==> src/rtl/skyhop_pkg.sv <==
// Shared definitions for the SkyHop round sequencer: state codes, register
// widths and a counter-width helper.
package skyhop_pkg;

    localparam int unsigned STATE_W  = 3;
    localparam int unsigned MS_CNT_W = 12;
    localparam int unsigned LIVES_W  = 3;
    localparam int unsigned LEVEL_W  = 4;

    typedef enum logic [STATE_W-1:0] {
        S_MENU   = 3'd0,
        S_READY  = 3'd1,
        S_PLAY   = 3'd2,
        S_LVL_UP = 3'd3,
        S_LOST   = 3'd4,
        S_OVER   = 3'd5
    } state_e;

    // Bits needed to count 0..n-1, never less than one.
    function automatic int unsigned cnt_width(input int unsigned n);
        return (n <= 2) ? 1 : $clog2(n);
    endfunction

endpackage

==> src/rtl/ms_tick_gen.sv <==
// Free-running 1 ms prescaler; one_ms_tick is high for the cycle in which the
// count sits at its maximum.
module ms_tick_gen
    import skyhop_pkg::*;
#(
    parameter int unsigned CLK_HZ = 40_000_000
) (
    input  logic clk,
    input  logic rst,
    output logic one_ms_tick
);

    localparam int unsigned P     = CLK_HZ / 1000;
    localparam int unsigned CNT_W = cnt_width(P);

    logic [CNT_W-1:0] cnt_q, cnt_d;
    logic             tick_q, tick_d;

    // Tick is registered from the next count so it lines up with cnt_q == max.
    always_comb begin
        cnt_d  = (cnt_q == CNT_W'(P - 1)) ? '0 : cnt_q + CNT_W'(1);
        tick_d = (cnt_d == CNT_W'(P - 1));
    end

    always_ff @(posedge clk or posedge rst) begin
        if (rst) begin
            cnt_q  <= '0;
            tick_q <= 1'b0;
        end else begin
            cnt_q  <= cnt_d;
            tick_q <= tick_d;
        end
    end

    assign one_ms_tick = tick_q;

endmodule

==> src/rtl/game_round_ctrl.sv <==
// SkyHop round sequencer: owns the ms timebase, sequences the time bar and
// tracks lives, level and win/lose.
module game_round_ctrl
    import skyhop_pkg::*;
#(
    parameter int unsigned CLK_HZ   = 40_000_000,
    parameter int unsigned READY_MS = 2000,
    parameter int unsigned PAUSE_MS = 1000,
    parameter int unsigned LIVES    = 3,
    parameter int unsigned LEVELS   = 8
) (
    input  logic       clk,
    input  logic       rst,
    input  logic       btn_start,
    input  logic       player_fell,
    input  logic       level_done,
    input  logic       elapsed,
    output logic       bar_en,
    output logic       bar_start,
    output logic       one_ms_tick,
    output logic [2:0] state_out,
    output logic [2:0] lives,
    output logic [3:0] level,
    output logic       win
);

    state_e               state_q, state_d;
    logic [MS_CNT_W-1:0]  ms_cnt_q, ms_cnt_d;
    logic [LIVES_W-1:0]   lives_q, lives_d;
    logic [LEVEL_W-1:0]   level_q, level_d;
    logic                 win_q, win_d;
    logic                 bar_en_q, bar_en_d;
    logic                 bar_start_q, bar_start_d;
    logic                 tick;
    logic                 ready_end, pause_end;

    ms_tick_gen #(.CLK_HZ(CLK_HZ)) u_tick (
        .clk         (clk),
        .rst         (rst),
        .one_ms_tick (tick)
    );

    assign ready_end = tick && (ms_cnt_q == MS_CNT_W'(READY_MS - 1));
    assign pause_end = tick && (ms_cnt_q == MS_CNT_W'(PAUSE_MS - 1));

    // Next-state, score updates and registered output decode.
    always_comb begin
        state_d = state_q;
        lives_d = lives_q;
        level_d = level_q;
        win_d   = win_q;

        case (state_q)
            S_MENU: begin
                if (btn_start) begin
                    lives_d = LIVES_W'(LIVES);
                    level_d = '0;
                    win_d   = 1'b0;
                    state_d = S_READY;
                end
            end
            S_READY: begin
                if (ready_end) state_d = S_PLAY;
            end
            S_PLAY: begin
                if (level_done) begin
                    if (level_q == LEVEL_W'(LEVELS - 1)) begin
                        win_d   = 1'b1;
                        state_d = S_OVER;
                    end else begin
                        state_d = S_LVL_UP;
                    end
                end else if (player_fell || elapsed) begin
                    if (lives_q <= LIVES_W'(1)) begin
                        lives_d = '0;
                        state_d = S_OVER;
                    end else begin
                        lives_d = lives_q - LIVES_W'(1);
                        state_d = S_LOST;
                    end
                end
            end
            S_LVL_UP: begin
                if (pause_end) begin
                    if (level_q < LEVEL_W'(LEVELS - 1)) level_d = level_q + LEVEL_W'(1);
                    state_d = S_READY;
                end
            end
            S_LOST: begin
                if (pause_end) state_d = S_READY;
            end
            S_OVER: begin
                if (btn_start) state_d = S_MENU;
            end
            default: state_d = S_MENU;
        endcase

        // Dwell restarts on every state change.
        if (state_d != state_q) ms_cnt_d = '0;
        else if (tick)          ms_cnt_d = ms_cnt_q + MS_CNT_W'(1);
        else                    ms_cnt_d = ms_cnt_q;

        bar_en_d    = (state_d == S_READY) || (state_d == S_PLAY);
        bar_start_d = (state_d == S_PLAY) && (state_q != S_PLAY);
    end

    always_ff @(posedge clk or posedge rst) begin
        if (rst) begin
            state_q     <= S_MENU;
            ms_cnt_q    <= '0;
            lives_q     <= LIVES_W'(LIVES);
            level_q     <= '0;
            win_q       <= 1'b0;
            bar_en_q    <= 1'b0;
            bar_start_q <= 1'b0;
        end else begin
            state_q     <= state_d;
            ms_cnt_q    <= ms_cnt_d;
            lives_q     <= lives_d;
            level_q     <= level_d;
            win_q       <= win_d;
            bar_en_q    <= bar_en_d;
            bar_start_q <= bar_start_d;
        end
    end

    assign bar_en      = bar_en_q;
    assign bar_start   = bar_start_q;
    assign one_ms_tick = tick;
    assign state_out   = state_q;
    assign lives       = lives_q;
    assign level       = level_q;
    assign win         = win_q;

endmodule
==> config.mk <==
export PLATFORM = sky130hd
export DESIGN_NAME = game_round_ctrl
export DESIGN_NICKNAME = d
export VERILOG_FILES = /design/src/rtl/skyhop_pkg.sv /design/src/rtl/ms_tick_gen.sv /design/src/rtl/game_round_ctrl.sv
export SDC_FILE = /design/constraint.sdc
export NUM_CORES = 1
export LEC_CHECK = 0
export ABC_CLOCK_PERIOD_IN_PS = 3600
export CORE_MARGIN = 10
export CORE_UTILIZATION = 55
export DETAILED_ROUTE_END_ITERATION = 8
export PLACE_DENSITY_LB_ADDON = 0.25
export RECOVER_POWER = 50
export SYNTH_ARGS = -nofsm -noshare
export SYNTH_HDL_FRONTEND = slang
export SYNTH_SLANG_ARGS = --single-unit
==> constraint.sdc <==
create_clock -name clk -period 3.6 [get_ports clk]
set_input_delay 0.72 -clock clk [delete_from_list [all_inputs] [get_ports clk]]
set_output_delay 0.72 -clock clk [all_outputs]
set_load 0.03 [all_outputs]
---- Word-level counts from Yosys, hierarchy flattened ----
Index checks and enable logic that the tools add are counted.
Widths: inputs -> output; s select.
operators by class
  add/subtract/negate cells ............... 4
  $mul .................................... 0
  divide/modulo/power cells ............... 0
  magnitude comparators ................... 2
  eq/ne operators ......................... 21
  shift-type cells ........................ 0
  muxes and demuxes ....................... 25
  bitwise gates (word level) .............. 0
  reductions and logical operators ........ 13
operators by type and width
  kind                   number
  $mux 3                 11
  $eq 16x16->1 const B   2
  $mux 12                2
  $add 16x1->16 const B  1
  $mux 16                1
  $pmux 3 s5             1
  $ne 2x2->1 const B     7
  $add 12x1->12 const B  1
  $eq 12x10->1 const B   1
  $eq 12x11->1 const B   1
  $mux 4                 3
  $reduce_and 4->1       3
  $eq 3x2->1 const B     3
  $pmux 4 s2             1
  $eq 3x1->1 const B     2
  $eq 3x3->1 const B     2
  $pmux 3 s2             1
  $reduce_bool 2->1      3
  $add 4x1->4 const B    1
  $eq 4x3->1 const B     1
  $lt 4x3->1 const B     1
  $mux 1                 4
  $le 3x1->1 const B     1
  $logic_and 1x1->1      3
  other kinds (7)        8
storage, ports and cells
  bits in registers ....................... 42
  latch bits .............................. 0
  memory bits (writable) .................. 0
  ROM bits ................................ 0
  word-level logic and storage cells ...... 74
  memories kept ........................... 0

---- Longest topological paths before layout ----
Gate-level depths: netlist (run 1).
  depth after elaboration ................. 7
  depth in mapped cells ................... 8
  mapped depth without buffers ............ 7

---- By module ----
From an unflattened synthesis (run 1), not the netlist that was laid out.
second synthesis, totals
  cell total of the unflattened synthesis .. 251
  area, all modules ....................... 2,596.2 sq um
by module, submodules not included
  module           times used  cells each  area each (sq um)
  game_round_ctrl  1           154         1,646.6
  ms_tick_gen      1           97          949.7

---- Worst setup path after synthesis (run 1) ----
OpenSTA, ideal clock, no wires.
  kind .................................... register -> register
  start ................................... reg level_q[0] (netlist: level[0])
  end ..................................... reg level_q[0] (netlist: level[0])
  library setup time ...................... 0.125 ns
  data arrival time ....................... 1.820 ns
  required time ........................... 3.475 ns
  slack ................................... 1.655 ns
  stages on the path, launching flop included .. 6
  clock period less this slack ............ 1.945 ns
  cell sequence ........................... dfrtp_1 ha_1 a2111o_1 o22a_1 nor2_1 mux2_2
on the way
  longest elaborated chain between the ends .. 4
ends and longest elaborated chain
  item                    RTL line                source
  start, declared         game_round_ctrl.sv:30   logic [LEVEL_W-1:0] level_q, level_d;
  start signal, assigned  game_round_ctrl.sv:120  level_q <= level_d;
  $add 4x1->4             game_round_ctrl.sv:85   if (level_q < LEVEL_W'(LEVELS - 1)) level_d = level_q + LEVEL_W'(1);
  $mux 4                  game_round_ctrl.sv:85
  $mux 4                  game_round_ctrl.sv:84   if (pause_end) begin
  $pmux 4 s2              game_round_ctrl.sv:53   case (state_q)
Parallel ways exist; a longest one is shown, timed or not. The select of a mux whose other input is x is not followed.
A chain may end at the register's enable or synchronous reset.

==> out/metrics.csv, run 1 <==
stage;metric;value;unit
run_status;run status;finished with violations;
run_status;failing checks;capacitance limit, slew limit;
synth;share of flip-flops with an asynchronous set or reset;100.0;%
clock_network;Clock Path Buffers;2;
job;number of max-cap violations;1;
synth;largest family of logic cells by synthesized area;simple AND/OR/NAND/NOR gates;
sta;Fin. Hold Viols;0;
clock_network;H-tree Lvls;2;
worst_setup_path;r2r startpoint;u_tick.cnt_q[1]$_DFF_PP0_;
detailed_routing;detail-routed via count per cell;5.697;
die;core area;4086;um2
sta;# setup viols final;0;
sta;Max Slew Vio Count;33;
final_layout;FILL cells;341;
sta;Slew headroom;-10.62;%
sta;Fin Clk Skew;4.339;ps
clock_network;Clk pin slew, worst setup/hold paths;80;ps
die;die area;7337;um2
detailed_routing;Routed WL;4496;um
detailed_routing;Final ANT Viol Nets;0;
die;Initial Utilization;58.02;%
pwr;Internal;685.5;uW
synth;Synth Area in Adders;3.166;%
worst_setup_path;worst path required time;3700;ps
worst_setup_path;Worst Reg-to-Reg Cells;7;
worst_hold_path;hold path startpoint;lives[0]$_DFFE_PP1P_;
sta;worst-margin pin slew;1659;ps
sta;hold slack final;519.7;ps
global_route;initial antenna violation count;0;
final_layout;most common cell after layout, fill and taps aside;dfrtp_1;
detailed_routing;drt drc;0;
synth;Synth Register Bits;42;
final_layout;Layout area overhead;11.40;%
worst_hold_path;Hold Path Sink;lives[0]$_DFFE_PP1P_;
clock_network;CTS tree;yes;
pwr;Clock power frac;29.5;%
synth;leading area contributor after synthesis;dfrtp_1;
place;# port buffers;19;
detailed_routing;WL/cell;14.32;um
synth;synthesis warning total;0;
detailed_routing;DRT Pass-1 Iters;4;
global_route;first-pass GRT wire length;7762;um
clock_network;hold bufs inserted after CTS;0;
worst_setup_path;Critical Path Fanout Max;32;
worst_setup_path;crit end category;async pin;
final_layout;antenna diode count;0;
synth;top_reg_cell synth;dfrtp_1;
place;hpwl dp;3308;um
synth;Post-synth EDFFs;0;
synth;top-area cell type share of the netlist area;42.22;%
clock_network;Skew-Pair Late Insertion Delay;290;ps
synth;Yosys cell types;57;
worst_setup_path;R2R Path End;u_tick.one_ms_tick$_DFF_PP0_;
synth;Syn Nets;256;
synth;Post-Synth XOR/XNOR Area;9.604;%
clock_network;clock root buffer;clkbuf_8;
place;Final GP Congestion;0.8663;
worst_setup_path;Reg2Reg Setup Slack;1520;ps
synth;Post-Syn Area;2371;um2
worst_hold_path;hold path depth;2;
final_layout;most frequent cells in the layout;dfrtp_1 (40), nor2_1 (33), clkdlybuf4s50_1 (18), nand2_1 (14), nand3_1 (14);
final_layout;Final #Nets;276;
detailed_routing;Initial DRC Count;130;
synth;Mapped Cells;244;
global_route;GRT Util Overall;12.65;%
global_route;vias in the first global route;1793;
worst_setup_path;CP Class;input port to async pin;
worst_setup_path;Arr. time, crit path;2720;ps
pwr;Leakage;1.159;nW
worst_hold_path;hold crit path type;flip-flop to flip-flop;
pwr;Sw Share;28.62;%
pwr;IR drop worst, VDD;0.0002738;V
synth;Avg Inst Size Synth;9.717;um2
die;IO Count;20;
clock_network;CTS Buf Count;5;
global_route;total grt overflow;0;
synth;area fraction in compound gates after synthesis;10.77;%
sta;fin crit share;72.84;%
clock_network;Post-CTS Setup Bufs;0;
synth;sequential area share after synthesis;44.43;%
sta;Max Fclk;381.3;MHz
die;die width;85.66;um
pwr;Flop pwr share;54.0;%
synth;post-synthesis simple-gate area fraction;25.96;%
clock_network;PostCTS Resize Cnt;0;
synth;mux cell area share after synthesis;1.741;%
pwr;net switching power;274.9;uW
final_layout;share of cells above drive strength 1;10.23;%
pwr;Combinational Power Share;16.5;%
pwr;Pwr Density;363.6;nW/um2
die;Die H;85.66;um
synth;top cells by area, synth;dfrtp_1 (42%), nor2_1 (5.2%), xnor2_1 (4.8%), xor2_1 (4.8%), ha_1 (3.2%);
worst_setup_path;Setup crit start kind;input port;
die;FP Rows;23;
global_route;pin count of the biggest net entering global routing;33;
final_layout;final core occ;64.64;%
sta;total negative slack;0;ps
detailed_routing;Vias;1789;
sta;RSZ-0062 raised after global routing;false;
clock_network;Num Clock Sinks;42;
sta;Final Critical Period;2622;ps
-- registers in the layout, indices dropped and copies added, names as in the netlist --
| name | count |
|---|---|
| bar_start | 1 |
| bar_en | 1 |
| u_tick.cnt_q | 16 |
| win | 1 |
| state_out | 3 |
| u_tick.one_ms_tick | 1 |
| level | 4 |
| lives | 3 |
| ms_cnt_q | 12 |
-- Yosys cell counts, types with 2 or more instances --
| library cell | count |
|---|---|
| o21a_1 | 2 |
| nor4_1 | 2 |
| xnor2_1 | 13 |
| nor2b_1 | 2 |
| and3_4 | 3 |
| ha_1 | 6 |
| nor3_1 | 5 |
| nand4b_1 | 2 |
| dfstp_2 | 2 |
| nand2_1 | 14 |
| buf_2 | 3 |
| o22ai_1 | 4 |
| a21oi_1 | 9 |
| mux2i_1 | 3 |
| or2_2 | 2 |
| nand3_1 | 14 |
| nor2_1 | 33 |
| inv_1 | 14 |
| o21ai_0 | 10 |
| xor2_1 | 13 |
| nand4_1 | 8 |
| nand2b_1 | 5 |
| dfrtp_1 | 40 |
| and3_1 | 2 |
-- worst max-delay path, stage by stage --
cell	delay, ps
dlygate4sd3_1	540
clkinv_1	210
clkbuf_1	1240
-- kinds of logic after synthesis --
family	Yosys count
fa+ha+maj	6
buf+inv	21
flops	42
xor+xnor	26
mux	4
simple gates	106
compound gates	39
-- through the flow --
step | std cells | instance area (um2) | power, mW | setup slack (ps)
2_1_floorplan | 244 | 2371 | 0.6283 | 1655
3_3_place_gp | 307 | 2581 | 0.6857 | 1252
3_5_place_dp | 307 | 2581 | 0.6886 | 1199
4_1_cts | 314 | 2660 | 0.9755 | 1186
5_1_grt | 314 | 2641 | 1.007 | 597.7
6_report | 314 | 2641 | 0.9604 | 977.6
-- power groups by stage --
| stage | registers (mW) | clock network, mW | logic, mW |
|---|---|---|---|
| after CTS | 0.519 | 0.295 | 0.162 |
| after detailed placement | 0.528 | 0 | 0.160 |
| after global placement | 0.529 | 0 | 0.157 |
| final | 0.519 | 0.284 | 0.158 |
| after floorplan | 0.551 | 0 | 0.0776 |
| after global routing | 0.522 | 0.311 | 0.174 |
-- worst max path at each step --
stage                           startpoint                  endpoint  slack [ps]  depth (start not counted)
finish                                 rst   ms_cnt_q[4]$_DFFE_PP0P_         980                          3
floorplan             level[0]$_DFFE_PP0P_      level[0]$_DFFE_PP0P_        1660                          5
CTS                 state_out[0]$_DFF_PP0_              state_out[0]        1190                          1
global placement                level_done  ms_cnt_q[10]$_DFFE_PP0P_        1250                          7
detailed placement              level_done   ms_cnt_q[3]$_DFFE_PP0P_        1200                          7
global route                           rst   ms_cnt_q[2]$_DFFE_PP0P_         600                          3
-- layer usage --
layer	vias up	part of all wire, %	GRT usage [%]
met5	-	0	0
met4	0	1.5	5.389
met3	10	4.2	3.595
met2	31	49	21.53
met1	852	45	14.45
li1	896	-	-
-- final cells by class --
cell class,count,area [um2],area share [%]
clock buffers,5,68.82,2.605
clock inverters,2,10.01,0.3790
inverters,14,52.55,1.990
multi-input cells,181,1200,45.43
well taps,50,62.56,2.369
repair buffers,20,193.9,7.343
flip-flops and latches,42,1054,39.89
(Power assumes the default switching activity.)
==> run 2: changes to the inputs <==
--- a/config.mk
+++ b/config.mk
@@ -5,7 +5,7 @@
 export SDC_FILE = /design/constraint.sdc
 export NUM_CORES = 1
 export LEC_CHECK = 0
-export ABC_CLOCK_PERIOD_IN_PS = 3600
+export ABC_CLOCK_PERIOD_IN_PS = 2700
 export CORE_MARGIN = 10
 export CORE_UTILIZATION = 55
 export DETAILED_ROUTE_END_ITERATION = 8
==> constraint.sdc (replaced) <==
create_clock -name clk -period 2.7 [get_ports clk]
set_input_delay 0.54 -clock clk [delete_from_list [all_inputs] [get_ports clk]]
set_output_delay 0.54 -clock clk [all_outputs]
set_load 0.03 [all_outputs]
==> out/metrics.csv, run 2 (synthesis gave the netlist of run 1 again) <==
stage;metric;value;unit;change
run_status;run status;finished, final reports clean;;was finished with violations
detailed_routing;Initial DRC Count;74;;was 130
clock_network;CTS Buf Count;5;;unchanged
final_layout;antenna diode count;0;;unchanged
pwr;IR drop worst, VDD;0.0003759;V;was 0.0002738 V
global_route;GRT Util Overall;12.99;%;was 12.65%
die;IO Count;20;;unchanged
worst_setup_path;critical path's top delay family;buffers and inverters;;unchanged
job;number of max-cap violations;0;;was 1
die;die width;85.66;um;unchanged
clock_network;Skew-Pair Late Insertion Delay;300;ps;was 290 ps
clock_network;Post-CTS Setup Bufs;0;;unchanged
worst_setup_path;Reg2Reg Setup Slack;580;ps;was 1520 ps
clock_network;CTS tree;yes;;unchanged
worst_setup_path;CP max stage cell;clkdlybuf4s50_1;;was clkbuf_1
detailed_routing;Vias;1839;;was 1789
global_route;vias in the first global route;1805;;was 1793
worst_setup_path;worst path bufs/invs;1;;was 3
final_layout;FILL cells;339;;was 341
sta;Max Fclk;449.2;MHz;
clock_network;H-tree Lvls;2;;unchanged
worst_setup_path;R2R Path End;u_tick.one_ms_tick$_DFF_PP0_;;unchanged
worst_setup_path;worst path required time;2160;ps;was 3700 ps
sta;Slew headroom;53.87;%;was -10.62%
place;hpwl dp;3551;um;was 3308 um
place;Final GP Congestion;0.8205;;was 0.8663
worst_hold_path;hold crit path type;flip-flop to flip-flop;;unchanged
sta;# setup viols final;0;;unchanged
clock_network;PostCTS Resize Cnt;0;;unchanged
worst_hold_path;hold path depth;2;;unchanged
die;die area;7337;um2;unchanged
final_layout;max reg flops;16;;unchanged
clock_network;hold bufs inserted after CTS;0;;unchanged
clock_network;Clock Path Buffers;2;;unchanged
worst_setup_path;Critical Path Fanout Max;15;;was 32
die;FP Rows;23;;unchanged
sta;fin crit share;82.45;%;
final_layout;footprint of the multi-input gates;1195;um2;was 1200 um2
final_layout;most frequent cells in the layout;dfrtp_1 (40), nor2_1 (33), clkdlybuf4s50_1 (18), nand2_1 (14), nand3_1 (14);;unchanged
final_layout;final core occ;65.00;%;was 64.64%
worst_setup_path;slowest cell delay on critical path;760;ps;was 1240 ps
worst_setup_path;Worst Reg-to-Reg Cells;7;;unchanged
sta;Final Critical Period;2226;ps;
final_layout;Layout area overhead;12.03;%;was 11.40%
worst_setup_path;Setup crit start kind;flip-flop;;was input port
sta;Fin Clk Skew;6.714;ps;was 4.339 ps
detailed_routing;Final ANT Viol Nets;0;;unchanged
worst_hold_path;Hold Path Sink;lives[0]$_DFFE_PP1P_;;unchanged
sta;worst-margin pin slew;692.0;ps;was 1659 ps
clock_network;Clk pin slew, worst setup/hold paths;80;ps;about the same
worst_setup_path;r2r startpoint;u_tick.cnt_q[0]$_DFF_PP0_;;was u_tick.cnt_q[1]$_DFF_PP0_
sta;Max Slew Vio Count;0;;was 33
final_layout;share of cells above drive strength 1;10.15;%;was 10.23%
clock_network;clock root buffer;clkbuf_8;;unchanged
sta;Fin. Hold Viols;0;;unchanged
detailed_routing;Routed WL;4641;um;was 4496 um
final_layout;most flop-heavy register;u_tick.cnt_q;;unchanged
pwr;Pwr Density;498.8;nW/um2;was 363.6 nW/um2
global_route;initial antenna violation count;0;;unchanged
worst_setup_path;CP Cell Sequence;clkdlybuf4s50_1;;was dlygate4sd3_1, clkinv_1, clkbuf_1
die;Initial Utilization;58.02;%;unchanged
detailed_routing;WL/cell;14.69;um;was 14.32 um
worst_setup_path;crit end category;output pin;;was async pin
global_route;pin count of the biggest net entering global routing;21;;was 33
pwr;Leakage;1.159;nW;about the same
final_layout;fin area;2656;um2;was 2641 um2
die;Die H;85.66;um;unchanged
global_route;total grt overflow;0;;unchanged
sta;total negative slack;0;ps;unchanged
place;Post-DP Area;2589;um2;was 2581 um2
place;# port buffers;19;;unchanged
final_layout;most common cell after layout, fill and taps aside;dfrtp_1;;unchanged
global_route;first-pass GRT wire length;8052;um;was 7762 um
sta;RSZ-0062 raised after global routing;false;;unchanged
detailed_routing;drt drc;0;;unchanged
sta;hold slack final;520.5;ps;was 519.7 ps
worst_hold_path;hold path startpoint;lives[0]$_DFFE_PP1P_;;unchanged
final_layout;Final #Nets;277;;was 276
worst_setup_path;CP Class;flip-flop to output pin;;was input port to async pin
final_layout;Reg area;1054;um2;unchanged
detailed_routing;DRT Pass-1 Iters;4;;unchanged
clock_network;Num Clock Sinks;42;;unchanged
detailed_routing;detail-routed via count per cell;5.820;;was 5.697
worst_setup_path;Arr. time, crit path;1690;ps;was 2720 ps
die;core area;4086;um2;unchanged
run 2: changes by cell type in the layout (fill, tap and decap cells not counted), sizes merged:
cell / before / now
clkbuf: 6 / 8
clkinv: 3 / 2
clkinvlp: 0 / 1
run 2: worst max path at each step:
stage | startpoint | end | slack (ps) | cells after the start
after detailed placement | level_done | ms_cnt_q[6]$_DFFE_PP0P_ | 480 | 7
final | state_out[0]$_DFF_PP0_ | state_out[0] | 470 | 1
after global placement | level_done | ms_cnt_q[0]$_DFFE_PP0P_ | 550 | 7
after global routing | state_out[0]$_DFF_PP0_ | state_out[0] | 400 | 1
after CTS | state_out[0]$_DFF_PP0_ | state_out[0] | 470 | 1
after floorplan | level[0]$_DFFE_PP0P_ | level[0]$_DFFE_PP0P_ | 760 | 5
run 2: stage by stage:
| stage | instances | setup WS [ps] | power, mW |
|---|---|---|---|
| 2_1_floorplan | 244 | 755.4 | 0.8377 |
| 3_3_place_gp | 308 | 546.6 | 0.9151 |
| 3_5_place_dp | 308 | 484.5 | 0.9172 |
| 4_1_cts | 316 | 467.6 | 1.339 |
| 5_1_grt | 316 | 403.0 | 1.381 |
| 6_report | 316 | 473.7 | 1.325 |
run 2: power breakdown:
part | internal [mW] | total [mW] | switching (mW)
clock | 0.205 | 0.423 | 0.217
combinational | 0.0836 | 0.211 | 0.127
sequential | 0.657 | 0.692 | 0.0347
run 2: per-layer routing:
metal | share of wire [%] | global-route usage (%) | vias up
li1 | - | - | 898
met1 | 43 | 14.70 | 893
met2 | 51 | 22.96 | 43
met3 | 4.8 | 3.311 | 5
met4 | 0.95 | 4.641 | 0
met5 | 0 | 0 | -
run 2: area by class of cell:
cell class                      count  share of cell area (%)
Inverter                           14                   1.978
Multi-Input combinational cell    181                   44.98
Sequential cell                    42                   39.66
Clock inverter                      2                  0.4710
Tap cell                           50                   2.355
Clock buffer                        6                   3.109
Timing Repair Buffer               21                   7.442
==> run 3: changes to the inputs <==
--- a/config.mk
+++ b/config.mk
@@ -5,7 +5,7 @@
 export SDC_FILE = /design/constraint.sdc
 export NUM_CORES = 1
 export LEC_CHECK = 0
-export ABC_CLOCK_PERIOD_IN_PS = 2700
+export ABC_CLOCK_PERIOD_IN_PS = 2300
 export CORE_MARGIN = 10
 export CORE_UTILIZATION = 55
 export DETAILED_ROUTE_END_ITERATION = 8
==> constraint.sdc (replaced) <==
create_clock -name clk -period 2.3 [get_ports clk]
set_input_delay 0.46 -clock clk [delete_from_list [all_inputs] [get_ports clk]]
set_output_delay 0.46 -clock clk [all_outputs]
set_load 0.03 [all_outputs]
==> out/metrics.csv, run 3 (synthesis gave the netlist of run 1 again) <==
stage;metric;value;unit;change
sta;worst-margin pin slew;790.1;ps;was 692.0 ps
worst_setup_path;r2r startpoint;u_tick.one_ms_tick$_DFF_PP0_;;was u_tick.cnt_q[0]$_DFF_PP0_
final_layout;max reg flops;16;;unchanged
detailed_routing;drt drc;0;;unchanged
clock_network;PostCTS Resize Cnt;0;;unchanged
global_route;total grt overflow;0;;unchanged
die;FP Rows;23;;unchanged
worst_setup_path;CP Class;flip-flop to output pin;;unchanged
detailed_routing;Final ANT Viol Nets;0;;unchanged
final_layout;most frequent cells in the layout;dfrtp_1 (40), nor2_1 (33), clkdlybuf4s50_1 (18), nand2_1 (14), nand3_1 (14);;unchanged
final_layout;antenna diode count;0;;unchanged
detailed_routing;DRT Pass-1 Iters;4;;unchanged
sta;Fin. Hold Viols;0;;unchanged
worst_setup_path;crit path from;state_out[2]$_DFF_PP0_;;was state_out[0]$_DFF_PP0_
worst_setup_path;CP max stage cell;clkdlybuf4s50_1;;unchanged
clock_network;CTS Buf Count;5;;unchanged
worst_setup_path;CP Cell Sequence;clkdlybuf4s50_1;;unchanged
global_route;first-pass GRT wire length;8342;um;was 8052 um
global_route;GRT Util Overall;13.36;%;was 12.99%
clock_network;CTS tree;yes;;unchanged
worst_setup_path;Arr. time, crit path;1600;ps;was 1690 ps
place;Final GP Congestion;0.8126;;was 0.8205
final_layout;share of cells above drive strength 1;11.15;%;was 10.15%
detailed_routing;Vias;1857;;was 1839
sta;Max Fclk;484.8;MHz;
worst_setup_path;slowest cell delay on critical path;750;ps;was 760 ps
final_layout;most flop-heavy register;u_tick.cnt_q;;unchanged
die;core area;4086;um2;unchanged
detailed_routing;detail-routed via count per cell;5.821;;was 5.820
global_route;initial antenna violation count;0;;unchanged
global_route;vias in the first global route;1896;;was 1805
place;hpwl dp;3476;um;was 3551 um
detailed_routing;length of routed wiring on met1;2092;um;was 2014 um
sta;total negative slack;0;ps;unchanged
final_layout;most common cell after layout, fill and taps aside;dfrtp_1;;unchanged
pwr;Pwr Density;583.3;nW/um2;was 498.8 nW/um2
die;Die H;85.66;um;unchanged
sta;Slew headroom;47.33;%;was 53.87%
clock_network;H-tree Lvls;2;;unchanged
sta;Final Critical Period;2063;ps;
pwr;Clock power frac;31.8;%;was 31.9%
worst_setup_path;worst path bufs/invs;1;;unchanged
worst_setup_path;crit end category;output pin;;unchanged
worst_setup_path;critical path's top delay family;buffers and inverters;;unchanged
pwr;Flop pwr share;51.2;%;was 52.2%
place;# port buffers;19;;unchanged
worst_hold_path;hold crit path type;input port to async pin;;was flip-flop to flip-flop
pwr;Internal;1.116;mW;was 945.9 uW
pwr;Sw Share;28.79;%;was 28.60%
final_layout;FILL cells;339;;unchanged
pwr;net switching power;451.1;uW;was 378.9 uW
clock_network;clock root buffer;clkbuf_8;;unchanged
detailed_routing;top sig layer;met4;;unchanged
sta;fin crit share;89.68;%;
run_status;run status;finished, final reports clean;;unchanged
detailed_routing;Initial DRC Count;129;;was 74
sta;hold slack final;529.2;ps;was 520.5 ps
clock_network;Skew-Pair Late Insertion Delay;290;ps;was 300 ps
clock_network;Post-CTS Setup Bufs;0;;unchanged
die;die width;85.66;um;unchanged
die;Initial Utilization;58.02;%;unchanged
detailed_routing;WL/cell;14.78;um;was 14.69 um
sta;RSZ-0062 raised after global routing;false;;unchanged
pwr;Leakage;1.175;nW;was 1.159 nW
sta;Max Slew Vio Count;0;;unchanged
pwr;IR drop worst, VDD;0.0002698;V;was 0.0003759 V
detailed_routing;met3 WL;206;um;was 223 um
sta;Fin Clk Skew;5.553;ps;was 6.714 ps
clock_network;Num Clock Sinks;42;;unchanged
detailed_routing;metal2 WL;2363;um;was 2358 um
die;IO Count;20;;unchanged
worst_setup_path;worst path required time;1840;ps;was 2160 ps
sta;# setup viols final;0;;unchanged
job;number of max-cap violations;0;;unchanged
global_route;pin count of the biggest net entering global routing;34;;was 21
pwr;Combinational Power Share;17.0;%;was 15.9%
detailed_routing;Routed WL;4714;um;was 4641 um
clock_network;hold bufs inserted after CTS;0;;unchanged
clock_network;Clock Path Buffers;2;;unchanged
die;die area;7337;um2;unchanged
worst_setup_path;Critical Path Fanout Max;12;;was 15
worst_setup_path;Setup crit start kind;flip-flop;;unchanged
clock_network;Clk pin slew, worst setup/hold paths;80;ps;about the same
final_layout;Final #Nets;280;;was 277
final_layout;Layout area overhead;13.30;%;was 12.03%
==> run 3: cell types whose count changed in the layout (fill, tap and decap cells not counted) <==
cell / delta
and3_1: +1
and3_4: -1
buf_4: +2
clkbuf_2: +1
nand4_1: -1
nand4_4: +1
==> run 3: cell type report <==
class                           count  area, um2  share of cell area [%]
Multi-Input combinational cell    181       1205                   44.85
Sequential cell                    42       1054                   39.22
Timing Repair Buffer               24      217.7                   8.104
Clock buffer                        6      82.58                   3.074
Tap cell                           50      62.56                   2.329
Inverter                           14      52.55                   1.956
Clock inverter                      2      12.51                  0.4658
==> run 3: metal layers <==
metal | GRT usage [%] | up-vias
li1 | - | 906
met1 | 14.93 | 903
met2 | 24.05 | 43
met3 | 3.690 | 5
met4 | 3.892 | 0
met5 | 0 | -
==> run 3: power groups by stage <==
stage | sequential, mW | combinational, mW | clock, mW
2_1_floorplan | 0.862 | 0.121 | 0
3_3_place_gp | 0.814 | 0.269 | 0
3_5_place_dp | 0.815 | 0.271 | 0
4_1_cts | 0.801 | 0.272 | 0.511
5_1_grt | 0.805 | 0.292 | 0.540
6_report | 0.802 | 0.266 | 0.499
==> run 3: final timing paths <==
kind	cells after the start	slack, ps	to
worst max-delay path	1	240	state_out[2]
worst min-delay path	2	530	u_tick.cnt_q[11]$_DFF_PP0_
worst max register to register	5	320	level[0]$_DFFE_PP0P_
worst min register to register	2	530	lives[0]$_DFFE_PP1P_
max in group asynchronous	3	740	bar_en$_DFF_PP0_
min in group clk	2	530	lives[0]$_DFFE_PP1P_
==> run 3: stage by stage <==
stage	setup slack, ps	area, um2	util [%]	power, mW	cells
after floorplan	355.4	2371	-	0.9834	244
after global placement	205.9	2624	64.21	1.083	311
after detailed placement	142.7	2624	64.21	1.086	311
after CTS	248.9	2719	66.53	1.584	319
after global routing	123.1	2686	65.74	1.637	319
final	237.3	2686	65.74	1.567	319
